## src/rtl/projeto_maquinas_scheduler.sv

```systemverilog
// projeto_maquinas_scheduler: round-robin scheduler granting 2 shared run slots to 4 machines with preemption and cooldown
module projeto_maquinas_scheduler #(
  parameter int MAX_RUN = 16,
  parameter int COOL = 4
) (
  input  logic       clk,
  input  logic       rst,
  input  logic       m1,
  input  logic       m2,
  input  logic       m3,
  input  logic       m4,
  output logic       c1,
  output logic       c2,
  output logic       c3,
  output logic       c4,
  output logic [1:0] active_cnt,
  output logic       wait_any
);
  typedef enum logic [1:0] {S_IDLE, S_WAIT, S_RUN, S_COOL} st_t;
  st_t        st [4];
  st_t        st_n [4];
  logic [7:0] run_cnt [4];
  logic [7:0] run_n [4];
  logic [7:0] cool_cnt [4];
  logic [7:0] cool_n [4];
  logic [1:0] ptr, ptr_n, gidx, pidx, idx, act_n;
  logic [3:0] m, cand, stay, maxed, run_nv, wait_nv;
  logic       free, pre, gnt, found;
  assign m = {m4, m3, m2, m1};
  // next-state decision: releases, at most one preemption and at most one new grant per cycle
  always_comb begin
    for (int i = 0; i < 4; i++) begin
      cand[i] = st[i] == S_WAIT && m[i];
      stay[i] = st[i] == S_RUN && m[i];
      maxed[i] = stay[i] && run_cnt[i] == MAX_RUN[7:0];
    end
    free = (stay & (stay - 4'd1)) == 4'd0;
    pidx = 2'd0;
    for (int k = 3; k >= 0; k--) pidx = maxed[k] ? 2'(k) : pidx;
    pre = !free && |cand && |maxed;
    found = 1'b0;
    gidx = 2'd0;
    idx = 2'd0;
    for (int k = 1; k <= 4; k++) begin
      idx = ptr + 2'(k);
      if (!found && cand[idx]) begin
        found = 1'b1;
        gidx = idx;
      end
    end
    gnt = found && (free || pre);
    ptr_n = gnt ? gidx : ptr;
    for (int i = 0; i < 4; i++) begin
      st_n[i] = st[i];
      run_n[i] = run_cnt[i];
      cool_n[i] = cool_cnt[i];
      unique case (st[i])
        S_IDLE: st_n[i] = m[i] ? S_WAIT : S_IDLE;
        S_WAIT: begin
          st_n[i] = !m[i] ? S_IDLE : (gnt && gidx == 2'(i)) ? S_RUN : S_WAIT;
          run_n[i] = st_n[i] == S_RUN ? 8'd1 : 8'd0;
        end
        S_RUN: begin
          st_n[i] = !m[i] ? S_IDLE : (pre && pidx == 2'(i)) ? S_COOL : S_RUN;
          run_n[i] = st_n[i] != S_RUN ? 8'd0 : maxed[i] ? run_cnt[i] : run_cnt[i] + 8'd1;
          cool_n[i] = 8'(COOL - 1);
        end
        S_COOL: begin
          st_n[i] = cool_cnt[i] != 8'd0 ? S_COOL : m[i] ? S_WAIT : S_IDLE;
          cool_n[i] = cool_cnt[i] != 8'd0 ? cool_cnt[i] - 8'd1 : 8'd0;
        end
      endcase
      run_nv[i] = st_n[i] == S_RUN;
      wait_nv[i] = st_n[i] == S_WAIT;
    end
    act_n = {1'b0, run_nv[0]} + {1'b0, run_nv[1]} + {1'b0, run_nv[2]} + {1'b0, run_nv[3]};
  end
  // state, counters and registered outputs; pointer resets to machine 4 so the first search starts at machine 1
  always_ff @(posedge clk) begin
    if (rst) begin
      for (int i = 0; i < 4; i++) begin
        st[i] <= S_IDLE;
        run_cnt[i] <= 8'd0;
        cool_cnt[i] <= 8'd0;
      end
      ptr <= 2'd3;
      {c4, c3, c2, c1} <= 4'd0;
      active_cnt <= 2'd0;
      wait_any <= 1'b0;
    end else begin
      for (int i = 0; i < 4; i++) begin
        st[i] <= st_n[i];
        run_cnt[i] <= run_n[i];
        cool_cnt[i] <= cool_n[i];
      end
      ptr <= ptr_n;
      {c4, c3, c2, c1} <= run_nv;
      active_cnt <= act_n;
      wait_any <= |wait_nv;
    end
  end
endmodule

```

## config.mk

```make
export PLATFORM = sky130hd
export DESIGN_NAME = projeto_maquinas_scheduler
export DESIGN_NICKNAME = d
export VERILOG_FILES = /design/src/rtl/projeto_maquinas_scheduler.sv
export SDC_FILE = /design/constraint.sdc
export NUM_CORES = 1
export LEC_CHECK = 0
export CORE_MARGIN = 2
export CORE_UTILIZATION = 60
export DETAILED_ROUTE_END_ITERATION = 12
export PLACE_DENSITY_LB_ADDON = 0.08
export SETUP_SLACK_MARGIN = 0.4
export SLEW_MARGIN = 20
export SYNTH_ARGS = -nofsm -noshare
export SYNTH_HDL_FRONTEND = slang
export SYNTH_SLANG_ARGS = --single-unit
```

## constraint.sdc

```tcl
create_clock -name clk -period 6.1 [get_ports clk]
set_clock_uncertainty 0.2 [all_clocks]
set_input_delay 1.83 -clock clk [delete_from_list [all_inputs] [get_ports clk]]
set_output_delay 1.83 -clock clk [all_outputs]
set_load 0.05 [all_outputs]
```

==> flow_results.org, run 1 <==
** Finish
- The post-route netlist has around 4.4% of its cells at a drive strength greater than 1.
- Number of fill cells in the layout :: 618
- Layout Cells excl Fill :: 693
- Total number of nets in the final design :: 629
- Most common cell after layout, fill and taps aside :: nor2_1
- Final std cell area, no fill :: around 5000 µm²
- Synthesis-to-layout area growth :: 8.13%
- Highest-count cells in the layout ignoring fill and taps :: nor2_1, dfxtp_1, nand2_1
- The number of antenna diodes in the final layout is 0.

** Clock network
- H-Tree Depth :: 3
- Clock-pin slew was measured on the worst setup and hold paths at about 0.08 ns.
- Clock tree synthesis found a total of 81 sinks.
- Clock tree synthesis selected as its root buffer the cell clkbuf_8.
- Number of buffers inserted during clock tree synthesis :: 9
- CTS tree :: done
- Number of setup buffers added after CTS :: 0
- Source-to-sink clock delay at the later pin of the worst-skew pair :: approximately 0.35 ns
- Clock Tree Buf Depth :: 2
- The number of gates resized after CTS was 0.
- Number of hold buffers added after CTS :: 0

** Place
- HPWL reported at the end of detailed placement :: 7250 µm
- During placement, the flow inserted port buffers numbering 12.
- After detailed placement, the total cell area comes to approximately 4800 µm².
- Routability-driven placement finished with a final weighted congestion of 0.893.
- Number of cells in the design after placement :: just under 700

** Routing
- Met1 layer wirelength in the final routing :: about 4800 µm
- For this block, the initial DRC count from the detailed router was roughly 230.
- Routed via count :: ~4200
- Summed over all nets, wire length on met2 after detailed routing comes to 4790 µm.
- Wire segments on met3 add up to approximately 380 µm in the final route.
- Dividing the detail-routed via count by the number of cells gives roughly 6.
- After detailed routing, the average wire length per cell comes to 14.5 µm.
- Count of TritonRoute iterations in the first routing pass :: 5
- ANT nets after route :: 0
- DRC violation count after routing :: 0
- Signal routing reaches up to met4.
- Total routed wirelength :: between 10000 and 15000 µm

** Timing
- Setup TNS Final :: 0 ns
- Setup repair after global routing missed its margin :: false
- Min Clock Period, post-route :: between 4 and 5 ns
- At the pin with the least slew margin, the transition time is ~0.91 ns.
- Setup violations remaining at the end of the flow were counted as 0.
- The number of max-slew violations in the final report came to 0.
- The number of hold violations in the final report was 0.
- Final critical-path share of the clock period :: between 80% and 90%
- Max-slew headroom at the worst pin :: between 30% and 40%
- Timing would allow up to roughly 200 MHz.

** Pwr
- For this design the ratio of total power to cell area is approximately 210 nW/µm².
- The analysis attributes to cell leakage a power of between 0.0015 and 0.002 µW.
- The design draws 1050 µW.
- Worst IR Drop VDD :: between 0.0001 and 0.00015 V

** Global route
- First-pass GRT wire length :: about 17000 µm
- Global routing used between 20 and 30% of the available tracks.
- The initial antenna violation count is 0.
- Entering global routing, the biggest net connects 40 pins.
- Number of global-route vias before repair :: about 4000
- Total global routing overflow :: 0

** Synth
- Sequential cells were found to cover 35.1% of the synthesized design area.
- Top flip-flop cell by instance count after synthesis :: dfxtp_1
- Summing every instance area after synthesis gives around 4600 µm².
- Count of unique library cells instantiated by Yosys :: 62
- Yosys printed 0 warnings.
- Synthesis produced between 500 and 600 cells.
- Async S/R FF share, synth :: 0%
- After synthesis, the mean cell area works out to a little under 8 µm².
- FF+latch count, synth :: 81
- Yosys mapped a number of flops with a built-in enable equal to 0.
- Syn nets :: between 600 and 700

** Floorplan
- Starting utilization of the core area :: 62.7%
- Standard-cell row count :: 31
- In this run the vertical extent of the chip is roughly 92 µm.
- Core outline area :: between 7000 and 8000 µm²
- Total I/O pin count :: 13
- Total die area :: 8410 µm²
- Die Width :: roughly 92 µm

** Setup path
- The number of cells on the worst reg-to-reg path is 13.
- Launching element type of the critical path :: primary input
- Data on the critical path is required at its endpoint by a little over 6 ns.
- The critical path in this run is classified as in2reg.
- Crit Path Max Fanout :: 12
- Endpoint of the most critical register-to-register path :: active_cnt[1]
- Reg-to-reg slack, setup :: 2.56 ns
- Worst setup path start :: m4
- Data arrives at the worst endpoint at between 5 and 6 ns.
- The worst register-to-register path begins at st[1][0].
- Critical Path Sink Type :: flip-flop

** Outcome
- Status :: finished clean

** Min path
- End of the worst hold path :: cool_cnt[1][6]
- Counting instances, the worst hold path has a depth of 2.
- The worst hold path belongs to the class reg2reg.
- The startpoint identified for the worst hold timing path is cool_cnt[1][6].

** Run
- The tool flagged a number of max-cap violations equal to 0.
-- flip-flops by register name (all words and copies together), names as in the netlist --
name	flops
st	8
c2	1
ptr	2
c1	1
run_cnt	32
c3	1
c4	1
active_cnt	2
wait_any	1
cool_cnt	32
-- power by group --
| group | internal, µW | switching (µW) |
|---|---|---|
| Combinational | 41.6 | 74.6 |
| Clock | 201 | 190 |
| Sequential | 537 | 8.14 |
-- synth_stat cells, types with 2 or more instances --
cell | count | share of area, %
nor2_1 | 95 | 7.7
dfxtp_1 | 81 | 35
nand2_1 | 50 | 4.1
a21oi_1 | 33 | 3.6
ha_1 | 33 | 8.9
inv_1 | 32 | 2.6
o21ai_0 | 32 | 3.5
xor2_1 | 19 | 3.6
nand4_1 | 18 | 2.4
nor3_1 | 17 | 1.8
clkbuf_1 | 14 | 1.1
a31oi_1 | 11 | 1.5
nand3_1 | 11 | 1.2
nor2b_1 | 9 | 1.2
and2_1 | 8 | 1.1
a211oi_1 | 7 | 1.1
and3_1 | 7 | 0.95
nand2b_1 | 7 | 0.95
nor4_1 | 6 | 0.81
or3_1 | 6 | 0.81
a221oi_1 | 5 | 0.95
nand3b_1 | 5 | 0.81
nand4b_1 | 5 | 0.95
o211ai_1 | 5 | 0.81
xnor2_1 | 5 | 0.95
a311oi_1 | 4 | 0.76
nor4b_1 | 4 | 0.76
o21a_1 | 4 | 0.65
a211o_1 | 3 | 0.57
a21o_1 | 3 | 0.49
o22ai_1 | 3 | 0.41
a22o_1 | 2 | 0.38
a22oi_1 | 2 | 0.33
a2bb2oi_1 | 2 | 0.38
mux2i_1 | 2 | 0.43
nor3b_1 | 2 | 0.33
o21bai_1 | 2 | 0.33
o32ai_1 | 2 | 0.38
or2_2 | 2 | 0.27
-- through the flow --
stage	hold slack, ns	utilization, %	setup slack [ns]
2_1_floorplan	0.239	-	1.50
3_3_place_gp	0.259	65.1	0.901
3_5_place_dp	0.259	65.1	0.796
4_1_cts	0.276	67.8	1.16
5_1_grt	0.304	67.8	0.871
6_report	0.271	67.8	1.10
-- routing by layer --
layer	vias up	track usage (%)
met3	10	5.42
met5	-	0
met2	87	41.5
li1	2088	-
met1	1970	32.7
met4	0	7.59
-- kinds of logic after synthesis --
logic type               Yosys count  synth area share, %
AO/OA/AOI/OAI                    132                 18.5
adder cells (fa/ha/maj)           34                 9.37
XOR/XNOR                          24                 4.55
flip-flops                        81                 35.1
multiplexers                       2                0.434
AND/OR/NAND/NOR                  260                 27.9
buffers and inverters             48                 4.09
-- how the worst max path moves through the flow --
stage | end | cells past startpoint
2_1_floorplan | active_cnt[0] | 12
3_3_place_gp | active_cnt[1] | 12
3_5_place_dp | active_cnt[1] | 12
4_1_cts | active_cnt[1] | 12
5_1_grt | active_cnt[1] | 12
6_report | active_cnt[1] | 12
-- cell type report --
type / instances / area [µm²] / area share [%]
clock inverters: 4 / 52.6 / 1.05
inverters: 32 / 120 / 2.41
well taps: 99 / 124 / 2.48
clock buffers: 12 / 145 / 2.91
multi-input cells: 452 / 2810 / 56.2
repair buffers: 13 / 123 / 2.46
flip-flops and latches: 81 / 1620 / 32.5
-- worst max-delay path, cell delays in order --
cell	delay, ns
clkdlybuf4s50_1	0.69
nand2_1	0.20
a31oi_1	0.31
nand4_1	0.30
nor4b_2	0.56
o21ai_0	0.14
nand2_1	0.13
fa_1	0.43
inv_1	0.07
ha_1	0.15
xor2_1	0.14
nor2_1	0.05
Power figures use the tool's default switching activity.
==> run 2: changes to the inputs <==
Clock period 6.1 ns to 5.03 ns, I/O delays scaled along.
==> flow_results.org, run 2 (synthesis gave the netlist of run 1 again) <==
** Setup path
- Buf+Inv Stages, Crit Path :: 2 (unchanged)
- Classification of the worst setup path :: in2reg
- The largest incremental delay on the critical path was 0.69 ns (about the same).
- STA classifies the critical path endpoint as a flip-flop.
- Critical path arrival :: 4.38 ns (-0.63 ns)
- The worst setup path is launched from a primary input.
- The largest driver fanout on the critical path is 10 (-2).
- Crit path cell chain :: clkdlybuf4s50_1 > nand4_1 > a31oi_1 > nand3_1 > o211ai_1 > nand2_1 > nand4b_1 > fa_1 > inv_1 > ha_1 > xor2_1 > nor2_1
- Tracing the worst setup path back leads to its startpoint at m2.
- Required time worst endpoint :: 5.05 ns (-1.07 ns)
- Cell with the largest stage delay on the worst path :: clkdlybuf4s50_1
- Reg-to-reg startpoint :: cool_cnt[1][3]
- Grouping stages by cell kind, the critical path spends the most delay in buffers and inverters.

** Routing
- Routed WL per cell :: 14.3 µm (-1.8%)
- The via count was 4125 (-0.72%).
- DRC violation count after routing :: 0 (unchanged)
- The remaining antenna violation count came to 0 (unchanged).
- The via density per instance was 5.90 (-1.6%).
- Total routed wirelength :: 9960 µm (-0.91%)
- First-iteration detailed-routing DRC count :: 283 (+24%)
- Count of TritonRoute iterations in the first routing pass :: 5 (unchanged)

** Place
- The pre-CTS setup slack is 0.169 ns (-0.627 ns).
- Number of buffers inserted by port buffering :: 12 (unchanged)
- HPWL reported at the end of detailed placement :: 7320 µm (+0.88%)
- Gp weighted congestion :: 0.869 (-2.7%)
- The cell count after placement came to 685 (+1.2%).

** Finish
- The area of the multi-input gates is 2820 µm² (+0.40%).
- Number of fill cells in the layout :: 649 (+5.0%)
- Regs by FF count :: cool_cnt: 32 flops, run_cnt: 32 flops, st: 8 flops
- The filler-free cell count of the finished design is 699 (+0.87%).
- Count of inserted antenna diode cells :: 0 (unchanged)
- Register area :: 1620 µm² (unchanged)
- Leaving out fill and tap cells, the most frequent cell in the layout is nor2_1.
- Highest-count cells in the layout ignoring fill and taps :: nor2_1, dfxtp_1, nand2_1
- Synthesis-to-layout area growth :: 9.37%
- Total number of nets in the final design :: 638 (+1.4%)
- Proportion of layout cells with a drive suffix above 1 :: 6.00% (+1.6 points)

** Global route
- The via count of the first global-routing pass came to 3878 (-0.49%).
- Total global routing overflow :: 0 (unchanged)
- The global-route wire length before repair was 17100 µm (-2.0%).
- The all-layer global routing usage was 24.4% (-0.62 points).
- Antenna violations before repair :: 0 (unchanged)
- Pin count of the biggest net entering global routing :: 40 (unchanged)

** Pwr
- The total power divided by cell area was 246 nW/µm² (+17%).
- The maximum vdd drop is 0.000154 V (+38%).
- The leakage power summed over all cells is 0.00191 µW (+3.3%).

** Timing
- Worst Setup Slack, final :: 0.667 ns (-0.438 ns)
- Fin. Hold Viols :: 0 (unchanged)
- After layout, the worst path uses slightly below 90% of the clock period.
- The sum of negative setup slack was 0 ns (unchanged).
- Worst-Margin Slew :: 0.926 ns (+0.0157 ns)
- Fmax :: 229 MHz
- Setup repair after global routing missed its margin :: false
- Max-slew headroom at the worst pin :: 38.0% (-1.1 points)
- Max-slew violations :: 0 (unchanged)
- Setup violators final :: 0 (unchanged)
- Min Clock Period, post-route :: between 4 and 5 ns

** Clock network
- The cts-stage hold buffer count was 0 (unchanged).
- The H-tree depth came to 3 (unchanged).
- Clock transition at the registers of the reported paths :: 0.08 ns (about the same)
- CTS tree :: done
- TritonCTS sink count :: 81 (unchanged)
- The latest clock arrival within the worst-skew pair came to 0.35 ns (about the same).
- Clock Tree Buf Depth :: 2 (unchanged)
- Clock tree synthesis selected as its root buffer the cell clkbuf_8.
- The number of buffers added by the clock tree synthesis step is 9 (unchanged).

** Run
- The total of max-cap violations came to 0 (unchanged).

** Floorplan
- DIE HEIGHT :: 91.7 µm (unchanged)
- The cell row count was 31 (unchanged).
- Die Width :: 91.7 µm (unchanged)
- The starting density of the core came to 62.7% (unchanged).
- The core footprint came to 7370 µm² (unchanged).
- The I/O pin count was 13 (unchanged).
- The die area was 8410 µm² (unchanged).

** Min path
- Worst Hold Class :: reg2reg
- The worst hold path begins at cool_cnt[1][6].

** Outcome
- The run finished with clean final reports.
[run 2: changes by cell type in the layout (fill, tap and decap cells not counted), sizes merged]
| cell | previous run | this run |
|---|---|---|
| clkinvlp | 3 | 1 |
| dlymetal6s2s | 0 | 2 |
| clkbuf | 12 | 9 |
| clkinv | 0 | 2 |
| buf | 2 | 11 |
| clkdlybuf4s50 | 11 | 9 |
[run 2: path summary, 6_finish.rpt]
kind                            slack [ns]        endpoint  depth (start not counted)
worst max-delay path                  0.67   active_cnt[1]                         12
worst min-delay path                  0.28  cool_cnt[1][6]                          2
worst max register to register        1.54   active_cnt[0]                          9
worst min register to register        0.28  cool_cnt[1][6]                          2
[run 2: tightest hold or removal path: cells and delay by family, from the launching register on]
kind,cells,cell delay [ns]
compound gates,1,0.05
flops,1,0.33
simple gates,1,0.06
[run 2: cell type report]
type / instances / area share (%)
repair buffers: 22 / 3.86
inverters: 32 / 2.38
multi-input cells: 452 / 55.8
well taps: 99 / 2.45
clock inverters: 4 / 0.941
clock buffers: 9 / 2.45
flip-flops and latches: 81 / 32.1
[run 2: routing by layer]
layer	global-route usage [%]	wire [µm]	vias up
met1	32.2	4780	1920
li1	-	-	2097
met3	4.44	370	15
met4	6.72	126	0
met2	41.1	4690	93
met5	0	0	-
[run 2: what timing repair did]
action,4_1_cts,5_1_grt
setup endpoints to repair,0,2
buffers inserted,0,1
resized for setup,0,4
[run 2: metrics by stage]
stage	area [µm²]	power (µW)	hold slack, ns	utilization (%)
finish	5050	1240	0.284	68.5
floorplan	4620	778	0.239	-
detailed placement	4860	815	0.265	65.9
global placement	4860	815	0.257	65.9
CTS	5030	1250	0.282	68.2
global route	5050	1300	0.318	68.5
[run 2: power by group]
group,total [µW],switching (µW),internal (µW)
registers,662,10.2,651
logic,143,89.7,52.8
clock network,440,220,219
total,1240,320,923
==> run 3: changes to the inputs <==
--- a/config.mk
+++ b/config.mk
@@ -9,6 +9,5 @@
 export CORE_UTILIZATION = 60
 export DETAILED_ROUTE_END_ITERATION = 12
-export PLACE_DENSITY_LB_ADDON = 0.08
-export SETUP_SLACK_MARGIN = 0.4
+export PLACE_DENSITY = 0.78
 export SLEW_MARGIN = 20
 export SYNTH_ARGS = -nofsm -noshare
--- a/constraint.sdc
+++ b/constraint.sdc
@@ -3,3 +3,3 @@
 set_input_delay 1.509 -clock clk [delete_from_list [all_inputs] [get_ports clk]]
 set_output_delay 1.509 -clock clk [all_outputs]
-set_load 0.05 [all_outputs]
+set_load 0.005 [all_outputs]
==> flow_results.org, run 3 (synthesis gave the netlist of run 1 again) <==
** Routing
- Count of TritonRoute iterations in the first routing pass :: 5 (unchanged)
- The number of design-rule violations left by the first detailed-router iteration is 301 (+6.4%).
- Total routed wirelength :: 10300 µm (+3.7%)
- Routed WL per cell :: 14.8 µm (+3.7%)
- DRC violation count after routing :: 0 (unchanged)
- ANT nets after route :: 0 (unchanged)
- The via count came to 4179 (+1.3%).
- Vias per Instance :: 5.98 (+1.3%)

** Place
- The final weighted congestion in routability-driven placement came to 0.896 (+3.2%).
- Number of buffers inserted by port buffering :: 12 (unchanged)
- The final HPWL from detailed placement was 7520 µm (+2.8%).

** Finish
- Regs by FF count :: cool_cnt: 32 flops, run_cnt: 32 flops, st: 8 flops
- From synthesis to final layout, the design area changed by 9.10%.
- Most common cell after layout, fill and taps aside :: nor2_1
- The proportion of layout cells with a drive suffix above 1 is 5.67% (-0.33 points).
- In the layout the commonest cells are nor2_1, dfxtp_1, nand2_1.
- Total number of nets in the final design :: 637 (-0.16%)
- The number of diodes is 0 (unchanged).

** Clock network
- The number of buffers added by the clock tree synthesis step was 9 (unchanged).
- Clock tree synthesis selected as its root buffer the cell clkbuf_8.
- TritonCTS built the clock tree.
- The cts-stage hold buffer count was 0 (unchanged).
- Number of gates resized after cts :: 0 (unchanged)
- The latest clock arrival within the worst-skew pair came to 0.35 ns (about the same).
- H-Tree Depth :: 3 (unchanged)
- Clock transition at the registers of the reported paths :: 0.08 ns (about the same)
- The clock sink total was 81 (unchanged).
- Number of setup buffers added after CTS :: 0 (unchanged)
- Clock Tree Buf Depth :: 2 (unchanged)

** Floorplan
- The I/O pin count is 13 (unchanged).
- The die area came to 8410 µm² (unchanged).
- DIE HEIGHT :: 91.7 µm (unchanged)
- The cell row count is 31 (unchanged).
- The core footprint came to 7370 µm² (unchanged).
- Die Width :: 91.7 µm (unchanged)
- The starting density of the core came to 62.7% (unchanged).

** Pwr
- The portion of total power attributed to the clock network is 36.6% (+1.3 points).
- The net switching power of the design was 315 µW (-1.5%).
- The combinational power share is 10.7% (-0.8 points).
- The cell internal power dissipation is 938 µW (+1.6%).
- The maximum vdd drop came to 0.000144 V (-6.3%).
- Pwr per Cell Area :: 249 nW/µm² (+1.0%)
- The sequential group share of total power is 52.7% (-0.5 points).
- Post-route total power :: 1250 µW (+0.78%)
- The switching fraction of total power was 25.2% (-0.59 points).
- Leak pwr :: 0.00189 µW (-0.79%)

** Setup path
- The largest driver fanout on the critical path was 10 (unchanged).
- STA classifies the critical path endpoint as a flip-flop.
- Launching element type of the critical path :: primary input
- Critical path arrival :: 4.51 ns (+0.13 ns)
- The critical path in this run is classified as in2reg.
- The required time at the worst-slack endpoint is 5.04 ns (about the same).

** Timing
- The headroom to the max-slew limit is 38.1% (+0.14 points).
- The number of hold violations in the final report is 0 (unchanged).
- Min Clock Period, post-route :: 4.50 ns (+0.135 ns)
- Max-slew violations :: 0 (unchanged)
- Final critical-path share of the clock period :: 89.4% (+2.7 points)
- The highest clock rate is 222 MHz (-3.0%).
- Worst-Margin Slew :: 0.924 ns (-0.00208 ns)
- The number of setup violations in the final report was 0 (unchanged).
- Setup repair after global routing missed its margin :: false
- Setup TNS Final :: 0 ns (unchanged)

** Min path
- Worst Hold Class :: reg2reg

** Outcome
- The run finished with clean final reports.

** Global route
- GRT Total Usage :: 25.5% (+1.1 points)
- First-pass GRT wire length :: 17800 µm (+3.8%)
- Pin count of the biggest net entering global routing :: 40 (unchanged)
- Number of global-route vias before repair :: 3918 (+1.0%)
- Total global routing overflow :: 0 (unchanged)
- Antenna violations before repair :: 0 (unchanged)

** Run
- Maximum capacitance violations :: 0 (unchanged)
[run 3: critical path, stage by stage]
cell and delay, ns:
clkdlybuf4s50_1 0.60, a22oi_1 0.46, nand3_1 0.18, and3_1 0.26, a311oi_2 0.35, nand2_1 0.19, fa_1 0.54, inv_1 0.04
ha_1 0.25, nor2b_1 0.12
[run 3: power groups by stage]
stage	Sequential (µW)	Clock (µW)	Combinational [µW]
after floorplan	674	0	95.6
after global placement	676	0	130
after detailed placement	676	0	132
after CTS	661	469	133
after global routing	662	493	149
final	661	458	134
[run 3: final timing paths]
| path | slack, ns | from | to | depth (start not counted) |
|---|---|---|---|---|
| hold reg to reg | 0.28 | cool_cnt[1][6] | cool_cnt[1][6] | 2 |
| hold / removal | 0.28 | cool_cnt[1][6] | cool_cnt[1][6] | 2 |
| setup reg to reg | 1.48 | cool_cnt[1][3] | active_cnt[0] | 9 |
| setup / recovery | 0.53 | m1 | active_cnt[0] | 10 |
[run 3: metrics by stage]
step	utilization (%)	std cells	area, µm²	hold WS, ns	setup slack [ns]
floorplan	-	581	4620	0.239	0.754
global placement	65.9	685	4860	0.251	0.268
detailed placement	65.9	685	4860	0.263	0.192
CTS	68.4	699	5040	0.275	0.582
global route	68.4	699	5040	0.317	0.347
finish	68.4	699	5040	0.275	0.532
[run 3: final cells by class]
class / instances / area, µm²
Multi-Input combinational cell: 452 / 2810
Clock buffer: 10 / 138
Clock inverter: 4 / 45.0
Tap cell: 99 / 124
Timing Repair Buffer: 21 / 183
Sequential cell: 81 / 1620
Fill cell: 615 / 2330
Inverter: 32 / 120
[run 3: per-layer routing]
metal | track usage, % | up-vias | wire length (µm)
met4 | 8.08 | 0 | 151
li1 | - | 2103 | -
met2 | 43.3 | 105 | 4840
met1 | 32.9 | 1956 | 4930
met3 | 4.44 | 15 | 407
met5 | 0 | - | 0
